--- src/rtl/upscale3x_ctrl.sv ---
// rtl/upscale3x_ctrl.sv - 3x nearest-neighbour upscaler: buffers one input line, replays it as 3 output lines of 3x pixels
module upscale3x_ctrl #(
  parameter int PIX_W = 8,
  parameter int MAX_W = 64,
  parameter int CW    = 7
) (
  input  logic             clk,
  input  logic             rst,
  input  logic             start,
  input  logic [CW-1:0]    cfg_width,
  input  logic [9:0]       cfg_height,
  input  logic             in_valid,
  output logic             in_ready,
  input  logic [PIX_W-1:0] in_data,
  output logic             out_valid,
  input  logic             out_ready,
  output logic [PIX_W-1:0] out_data,
  output logic             out_sol,
  output logic             out_eol,
  output logic             out_eof,
  output logic             busy,
  output logic             done
);

  localparam int AW = (MAX_W > 1) ? $clog2(MAX_W) : 1;

  typedef enum logic [1:0] {S_IDLE, S_FILL, S_EMIT, S_DONE} state_t;

  state_t            r_state, w_next;
  logic [CW-1:0]     r_w, r_wr_col, r_rd_col;
  logic [9:0]        r_h, r_row;
  logic [1:0]        r_col_rep, r_row_rep;
  logic [PIX_W-1:0]  r_buf [MAX_W];

  logic              w_accept, w_last_wr, w_col_end, w_line_end, w_row_wrap, w_last_row;
  logic [CW-1:0]     w_w_lim;

  assign w_accept   = start && (cfg_width != '0) && (cfg_height != '0);
  assign w_w_lim    = (cfg_width > CW'(MAX_W)) ? CW'(MAX_W) : cfg_width;
  assign w_last_wr  = (r_wr_col == r_w - CW'(1));
  assign w_col_end  = (r_rd_col == r_w - CW'(1));
  assign w_line_end = w_col_end && (r_col_rep == 2'd2);
  assign w_row_wrap = (r_row_rep == 2'd2);
  assign w_last_row = (r_row == r_h - 10'd1);

  always_ff @(posedge clk) begin
    if (rst) r_state <= S_IDLE;
    else     r_state <= w_next;
  end

  always_comb begin
    w_next    = r_state;
    in_ready  = 1'b0;
    out_valid = 1'b0;
    busy      = 1'b1;
    done      = 1'b0;
    case (r_state)
      S_IDLE: begin
        busy = 1'b0;
        if (w_accept) w_next = S_FILL;
      end
      S_FILL: begin
        in_ready = 1'b1;
        if (in_valid && w_last_wr) w_next = S_EMIT;
      end
      S_EMIT: begin
        out_valid = 1'b1;
        if (out_ready && w_line_end && w_row_wrap) w_next = w_last_row ? S_DONE : S_FILL;
      end
      S_DONE: begin
        done   = 1'b1;
        w_next = S_IDLE;
      end
      default: w_next = S_IDLE;
    endcase
    // Outputs read as idle for the whole reset cycle, even before the edge lands.
    if (rst) begin
      in_ready  = 1'b0;
      out_valid = 1'b0;
      busy      = 1'b0;
      done      = 1'b0;
    end
  end

  assign out_data = r_buf[r_rd_col[AW-1:0]];
  assign out_sol  = out_valid && (r_rd_col == '0) && (r_col_rep == 2'd0);
  assign out_eol  = out_valid && w_line_end;
  assign out_eof  = out_eol && w_row_wrap && w_last_row;

  always_ff @(posedge clk) begin
    if (rst) begin
      r_w       <= '0;
      r_h       <= '0;
      r_wr_col  <= '0;
      r_rd_col  <= '0;
      r_col_rep <= '0;
      r_row_rep <= '0;
      r_row     <= '0;
    end else begin
      case (r_state)
        S_IDLE: begin
          if (w_accept) begin
            r_w       <= w_w_lim;
            r_h       <= cfg_height;
            r_wr_col  <= '0;
            r_rd_col  <= '0;
            r_col_rep <= '0;
            r_row_rep <= '0;
            r_row     <= '0;
          end
        end
        S_FILL: begin
          if (in_valid) r_wr_col <= w_last_wr ? '0 : r_wr_col + CW'(1);
        end
        S_EMIT: begin
          if (out_ready) begin
            r_col_rep <= (r_col_rep == 2'd2) ? 2'd0 : r_col_rep + 2'd1;
            if (r_col_rep == 2'd2) r_rd_col <= w_col_end ? '0 : r_rd_col + CW'(1);
            if (w_line_end) begin
              r_row_rep <= w_row_wrap ? 2'd0 : r_row_rep + 2'd1;
              if (w_row_wrap && !w_last_row) r_row <= r_row + 10'd1;
            end
          end
        end
        default: ;
      endcase
    end
  end

  // Line buffer is intentionally left out of reset.
  always_ff @(posedge clk) begin
    if (in_ready && in_valid) r_buf[r_wr_col[AW-1:0]] <= in_data;
  end

endmodule

--- config.mk ---
export PLATFORM = sky130hd
export DESIGN_NAME = upscale3x_ctrl
export DESIGN_NICKNAME = d
export VERILOG_FILES = /design/src/rtl/upscale3x_ctrl.sv
export SDC_FILE = /design/constraint.sdc
export NUM_CORES = 1
export LEC_CHECK = 0
export BUFFER_PORTS_ARGS = -buffer_cell sky130_fd_sc_hd__buf_4
export CAP_MARGIN = 20
export CORE_MARGIN = 3
export CORE_UTILIZATION = 42
export DETAILED_ROUTE_END_ITERATION = 7
export GPL_TIMING_DRIVEN = 0
export HOLD_SLACK_MARGIN = 0.15
export SETUP_SLACK_MARGIN = 0.5
export SYNTH_ARGS = -nofsm -noshare
export SYNTH_HDL_FRONTEND = slang
export SYNTH_SLANG_ARGS = --single-unit
export TNS_END_PERCENT = 50
--- constraint.sdc ---
create_clock -name clk -period 3.5 [get_ports clk]
set_clock_uncertainty 0.15 [all_clocks]
set_input_delay 0 -clock clk [delete_from_list [all_inputs] [get_ports clk]]
set_output_delay 0 -clock clk [all_outputs]
set_load 0.005 [all_outputs]
=== Word-level counts from Yosys, hierarchy flattened ===
Memories as Yosys holds them, arrays and structs flattened. A register that Yosys moved wholly into a read port is not among the register bits.
Index checks and enable logic that the tools add are counted.

* Bits in registers: 47
* Bits in writable memories: 512
* Output and inout port bits: 15
* Word-level logic and storage cells: 100
* Memories: 1

{| class="wikitable"
|+ Memories
! memory !! depth !! width !! read ports !! clocked after Yosys merged registers in !! write ports !! line !! source
|-
| r_buf || 64 || 8 || 1 || 1 || 1 || 33 || <nowiki>logic [PIX_W-1:0] r_buf [MAX_W];</nowiki>
|}

* $add $sub $neg: 7
* Magnitude comparators: 1
* Equality and inequality tests: 16
* Mux-type cells: 39
* Reduce and logical (&&, ||, !) cells: 28

{| class="wikitable"
|+ Operator list
! operator !! number
|-
| $mux W7 || 7
|-
| $mux W10 || 4
|-
| $pmux W7 S2 || 2
|-
| $mux W2 || 10
|-
| $pmux W10 S2 || 1
|-
| $ne A2 B2 Y1 const B || 8
|-
| $add A7 B1 Y7 const B || 2
|-
| $eq A7 B7 Y1 || 2
|-
| $logic_and A1 B1 Y1 || 13
|-
| $mux W6 || 2
|-
| $add A10 B1 Y10 const B || 1
|-
| $eq A10 B10 Y1 || 1
|-
| $mux W1 || 10
|-
| $reduce_bool A10 Y1 || 1
|-
| $sub A10 B1 Y10 const B || 1
|-
| $reduce_and A3 Y1 || 3
|-
| $eq A2 B2 Y1 const B || 4
|-
| $pmux W2 S2 || 2
|-
| $pmux W2 S4 || 1
|-
| $reduce_and A4 Y1 || 2
|-
| $gt A7 B7 Y1 const B || 1
|-
| $logic_not A7 Y1 || 1
|-
| $reduce_bool A7 Y1 || 1
|-
| $sub A7 B1 Y7 const B || 1
|-
| other kinds (7) || 10
|}

=== Logic depth before layout (Yosys ltp) ===
Gate-level depths: netlist of the first run.

* Word-level depth: 8
* Mapped depth: 10
* Gate-level depth less buffers: 9

=== Worst setup path after synthesis of the first run ===
Ideal clock, no wire load.

* Path type: reg-to-output
* Start point: register with a tool-made name
* End point: output out_data[0]
* Arrival time: 2.348 ns
* Required time: 3.350 ns
* Path slack: 1.002 ns
* Cell stages (with the launch flop): 6
* Cells stage by stage: dfxtp_1 > buf_2 > buf_2 > mux4_2 > mux4_2 > mux4_2

{| class="wikitable"
|+ RTL lines
! item !! line !! source
|-
| to (decl) || 17 || <nowiki>output logic [PIX_W-1:0] out_data,</nowiki>
|}

==> results of run 1 <==
[report_power, final]
| group | switching (mW) | leakage (nW) | internal (mW) |
|---|---|---|---|
| logic | 0.418 | 2.38 | 0.386 |
| registers | 0.0256 | 5.03 | 7.37 |
| clock network | 2.58 | 0.923 | 3.56 |
| total | 3.02 | 8.34 | 11.3 |
[metal layers]
| metal | vias to the layer above | GRT usage, % |
|---|---|---|
| met5 | - | 0 |
| met4 | 0 | 5.17 |
| li1 | 5141 | - |
| met3 | 71 | 5.02 |
| met2 | 369 | 29.6 |
| met1 | 6045 | 26.0 |
[what timing repair did]
action / in CTS / in global routing
endpoints found under the hold margin: 581 / 0
hold buffers: 63 / 0
resized for setup: 125 / 58
cloned: 1 / 1
buffers inserted: 0 / 2
pin swaps: 0 / 4
setup endpoints to repair: 384 / 282
[flip-flops by register name, indices dropped and copies added, names as in the netlist, named ones only]
register / flops
r_buf: 512
r_col_rep: 2
r_h: 10
r_rd_col: 7
r_row: 10
r_row_rep: 2
r_state: 2
r_w: 7
r_wr_col: 7
[cells in the mapped netlist (all sizes together) (8+ instances only)]
master	count
buf	21
nor3	13
mux4	168
nor2	105
nand2	55
nand4	10
edfxtp	512
inv	13
dfxtp	53
xor2	18
clkbuf	36
nand3b	13
nand3	18
xnor2	13
a21oi	31
nor4	9
o21ai	8
[area by class of cell]
class / instances / area (sq um)
Buffer: 57 / 509
Clock buffer: 66 / 1480
Clock inverter: 42 / 423
Fill cell: 4306 / 25900
Inverter: 13 / 48.8
Multi-Input combinational cell: 544 / 6260
Sequential cell: 565 / 16400
Tap cell: 688 / 861
Timing Repair Buffer: 110 / 1030
[kinds of logic after synthesis]
logic type | Yosys count | share of synthesized area [%]
flops | 565 | 72.4
simple gates | 265 | 5.69
mux | 171 | 16.8
buf+inv | 70 | 1.23
compound gates | 66 | 1.84
xor+xnor | 36 | 1.69
fa+ha+maj | 6 | 0.331
[worst reg2reg max path, delay by kind of cell, from the launching register on]
family,cells,cell delay [ns]
buffers and inverters,1,0.23
flip-flops,1,0.30
AND/OR/NAND/NOR,5,2.19
[worst min-delay path by stage]
stage	end	slack, ns	depth (start not counted)
after floorplan	r_buf[0][0]	-0.05	0
after global routing	r_state[0]	0.24	6
final	r_state[0]	0.21	6
after global placement	r_h[0]	0.11	3
after CTS	r_state[0]	0.16	6
after detailed placement	r_h[7]	0.12	3
[through the flow]
| step | setup TNS, ns | area [sq um] | hold slack [ns] |
|---|---|---|---|
| after floorplan | 0 | 22700 | -0.0511 |
| after global placement | -2.77 | 23900 | 0.115 |
| after detailed placement | -2.92 | 23900 | 0.119 |
| after CTS | 0 | 26800 | 0.161 |
| after global routing | 0 | 27100 | 0.237 |
| final | 0 | 27100 | 0.214 |
==> results.yml, run 1 <==
drt:
  drt_iter0_drc: 1093
  ant_nets: 0
  dr_wl_met3_mm: 3.83
  met2_length_mm: 24.8
  routedLengthMet1_mm: 22.2
  vias: 11600
  wire_per_inst_microns: 25.0
  via_per_inst: 5.58
  finalWirelength_mm: 52.1
  drc: 0
  firstDrtPassIters: 7
  highest_layer: "met4"
clocking:
  clockBufferDepth: 3
  cts.clk_slew.worst_paths_ns: 0.06
  clock_sinks: 565
  clock_tree.root_cell: "clkbuf_16"
  cts_buffers: 58
  cts_tree: "done"
  insertion_delay_ns: 0.62
  htreeDepth: 2
run:
  drv_cap: 0
layout:
  layout_common_cells: "edfxtp_1 (512), mux4_2 (168), dlygate4sd3_1 (63)"
  area_growth_pct: 19.3
  final_util_pct: 51.1
  final_common_cell: "edfxtp_1"
  insertedDiodeCount: 0
  nets: 1385
  drive_gt1_share_pct: 28.9
  final_cells: 2085
sta:
  worst_slack_ns: 0.0879
  hold_viol_final: 0
  finalCritPeriodShare_pct: 97.5
  setup_violations: 0
  fmax_mhz: 293
  rsz0062_at_grt: "true"
  fin_crit_ns: 3.41
  slew_headroom_pct: 37.8
  drv_slew: 0
  worst_pin_slew_ns: 0.931
yosys:
  synth_ff_type: "edfxtp_1"
  synth.largest_area_cell: "edfxtp_1"
  ys_seq_area_share_pct: 72.4
  synth_area_sq_um: 22700
  synth-async-reset-ratio_pct: 0
  ys_seq_elements: 565
  netlist.area_leader.share_pct: 67.7
  synthesis.nets: 1215
  synthTopCellsByArea: "edfxtp_1 (68%), mux4_2 (17%), dfxtp_1 (4.7%)"
  yosysUniqueCellTypes: 56
  syn_avg_cell_area_sq_um: 19.3
  synth-edff-count: 512
  synth_cells: 1179
  yosysWarnings: 0
worst_setup_path:
  path_buf_inv: 3
  r2r_cells: 6
  ff2ff_setup_slack_ns: 0.24
  cp_slowest_cell: "mux4_2"
  crit_type: "flop to output port"
  r2r_end: "r_buf[35][0]"
  crit_top_cell: "mux4_2"
  r2r-start: "r_state[1]"
  crit_path_end_kind: "output port"
  critPathRequiredTime_ns: 3.35
  endpoint: "out_data[6]"
  cp_top_family: "multiplexers"
  critical_path_depth: 6
  critPathMaxStageDelay_ns: 0.56
  critPathArrivalTime_ns: 3.26
  cp_max_fo: 6
  path_cells: "clkbuf_16 -> clkbuf_16 -> mux4_2 -> mux4_2 -> mux4_2 -> buf_6"
  start_kind: "flop"
floorplan:
  fp.dieW_microns: 238
  start_util_pct: 42.8
  die-area_sq_um: 56900
  die_y_microns: 238
  rows: 84
  fp.coreArea_sq_um: 53000
  io_pins: 45
power:
  p_total_mw: 14.3
  p_leak_nw: 8.34
  power-per-cell-area_nw_per_um2: 529
  ir_worst_vdd_uv: 458
global_route:
  antenna_found_initial: 0
  gr-total-overflow: 0
  grtUsageTotal_pct: 18.7
  grt_max_degree: 65
  grt_pass1_vias: 12100
  grt_pass1_wl_mm: 77.9
place:
  place_inst: 1910
  port_buffers: 43
  hpwlAfterDp_mm: 32.1
  gp_congestion: 0.784
  place_ws_ns: -0.205
hold_path:
  min_path_type: "input port to flop"
  hp-start: "out_ready"
status:
  status: "completed"
Note: power is estimated with default switching activity, not from simulation.
==> run 2, diff against run 1 <==
Settings changed: MAX_ROUTING_LAYER set to met4.
==> run 2 against run 1 <==
Via count up 0.46%. Non-clock buffer count did not move. Sequential share of layout area about the same. Count of clock-buffer cells in the layout is the same. Highest routed layer unchanged. Final cell count stayed put. Clock power about the same. Routed wire length increased by 0.15%. First-iteration DRC count fell by 15%. Utilization is essentially flat. Largest power group unchanged. Critical path depth is the same. Sequential cell count unchanged. Critical path type unchanged. Critical endpoint is now out_data[4]. Global-route usage up 0.60 points.
==> results.yml, run 2 (synthesized netlist as in run 1, its figures left out) <==
drt:
  ant_nets: 0
  vias: 11700
  wire_per_inst_microns: 25.0
  via_per_inst: 5.60
  drt_iter0_drc: 932
  firstDrtPassIters: 5
  drc: 0
  finalWirelength_mm: 52.2
worst_setup_path:
  crit_top_cell: "mux4_2"
  path_cells: "clkbuf_16 -> clkbuf_16 -> mux4_2 -> mux4_2 -> mux4_2 -> buf_6"
  critPathArrivalTime_ns: 3.25
  crit_type: "flop to output port"
  cp_slowest_cell: "mux4_2"
  critPathMaxStageDelay_ns: 0.56
  cp_max_fo: 6
  critPathRequiredTime_ns: 3.35
  crit_path_end_kind: "output port"
  start_kind: "flop"
clocking:
  cts.clk_slew.worst_paths_ns: 0.06
  clock_sinks: 565
  clock_tree.root_cell: "clkbuf_16"
  insertion_delay_ns: 0.62
  cts_tree: "done"
  htreeDepth: 2
  cts_buffers: 58
  clockBufferDepth: 3
sta:
  worst_pin_slew_ns: 0.840
  fmax_mhz: 294
  drv_slew: 0
  fin_crit_ns: 3.40
  setup_violations: 0
  setup_tns_ns: 0
  finalCritPeriodShare_pct: 97.2
  hold_viol_final: 0
  hold_slack_ns: 0.215
  slew_headroom_pct: 43.8
  rsz0062_at_grt: "true"
global_route:
  grtUsageTotal_pct: 19.3
  grt_pass1_vias: 12100
  grt_pass1_wl_mm: 78.0
  antenna_found_initial: 0
  gr-total-overflow: 0
  grt_max_degree: 65
floorplan:
  fp.coreArea_sq_um: 53000
  fp.dieW_microns: 238
  die_y_microns: 238
  io_pins: 45
  rows: 84
  start_util_pct: 42.8
  die-area_sq_um: 56900
place:
  gp_congestion: 0.796
  port_buffers: 43
  hpwlAfterDp_mm: 32.1
  place_inst: 1910
layout:
  nets: 1385
  final_util_pct: 51.1
  final_common_cell: "edfxtp_1"
  layout_common_cells: "edfxtp_1 (512), mux4_2 (168), dlygate4sd3_1 (63)"
  drive_gt1_share_pct: 28.9
  insertedDiodeCount: 0
  area_growth_pct: 19.2
  largest_register_ffs: 512
  final_cells: 2085
power:
  ir_worst_vdd_uv: 458
  power-per-cell-area_nw_per_um2: 530
  p_leak_nw: 8.34
  p_total_mw: 14.3
status:
  status: "completed"
hold_path:
  min_path_type: "input port to flop"
run:
  drv_cap: 0
## run 2: cell count changes in the layout (fill, tap and decap cells not counted), sizes merged
| cell | change |
|---|---|
| clkbuf | +1 |
| buf | -1 |
## run 2: power breakdown
group          total (mW)  internal, mW  switching [mW]
clock                6.14          3.56            2.58
combinational       0.803         0.385           0.418
sequential           7.39          7.37          0.0252
## run 2: area by class of cell
class                   count  area, sq um
plain buffers              57          509
clock buffers              66         1480
clock inverters            42          423
fillers                  4310        25900
inverters                  13         48.8
multi-input cells         544         6260
flip-flops and latches    565        16400
well taps                 688          861
repair buffers            110         1030
## run 2: routing by layer
layer	share of wire (%)	vias to the layer above	global-route usage (%)
li1	-	5142	-
met1	43	6115	26.2
met2	47	353	29.6
met3	6.9	70	4.83
met4	2.4	0	5.17
met5	0	-	-
## run 2: final timing paths
kind                                  from      endpoint  slack (ns)  cells after the start
worst max-delay path                  flop   out_data[4]         0.1                      6
worst min-delay path             out_ready    r_state[0]        0.22                      6
worst max register to register  r_state[1]  r_buf[35][0]        0.35                      6
worst min register to register      r_h[8]        r_h[8]        0.36                      2
## run 2: critical path, delay by kind of cell, from the launching register on
family | cells | cell delay, ns
buffers and inverters | 3 | 0.55
flip-flops | 1 | 0.41
multiplexers | 3 | 1.66
## run 2: through the flow
stage / worst slack [ns] / cell area (sq um)
after CTS: 0.0618 / 26800
after floorplan: 1.00 / 22700
final: 0.0963 / 27100
after global routing: 0.00535 / 27100
after global placement: -0.184 / 23900
after detailed placement: -0.205 / 23900
## run 2: repair_timing
item | in CTS | in global routing
endpoints found under the setup margin | 384 | 282
endpoints found under the hold margin | 581 | 0
pin swaps | 0 | 4
hold buffers | 63 | 0
cloned | 1 | 1
gates resized for setup | 125 | 54
buffers inserted | 0 | 2
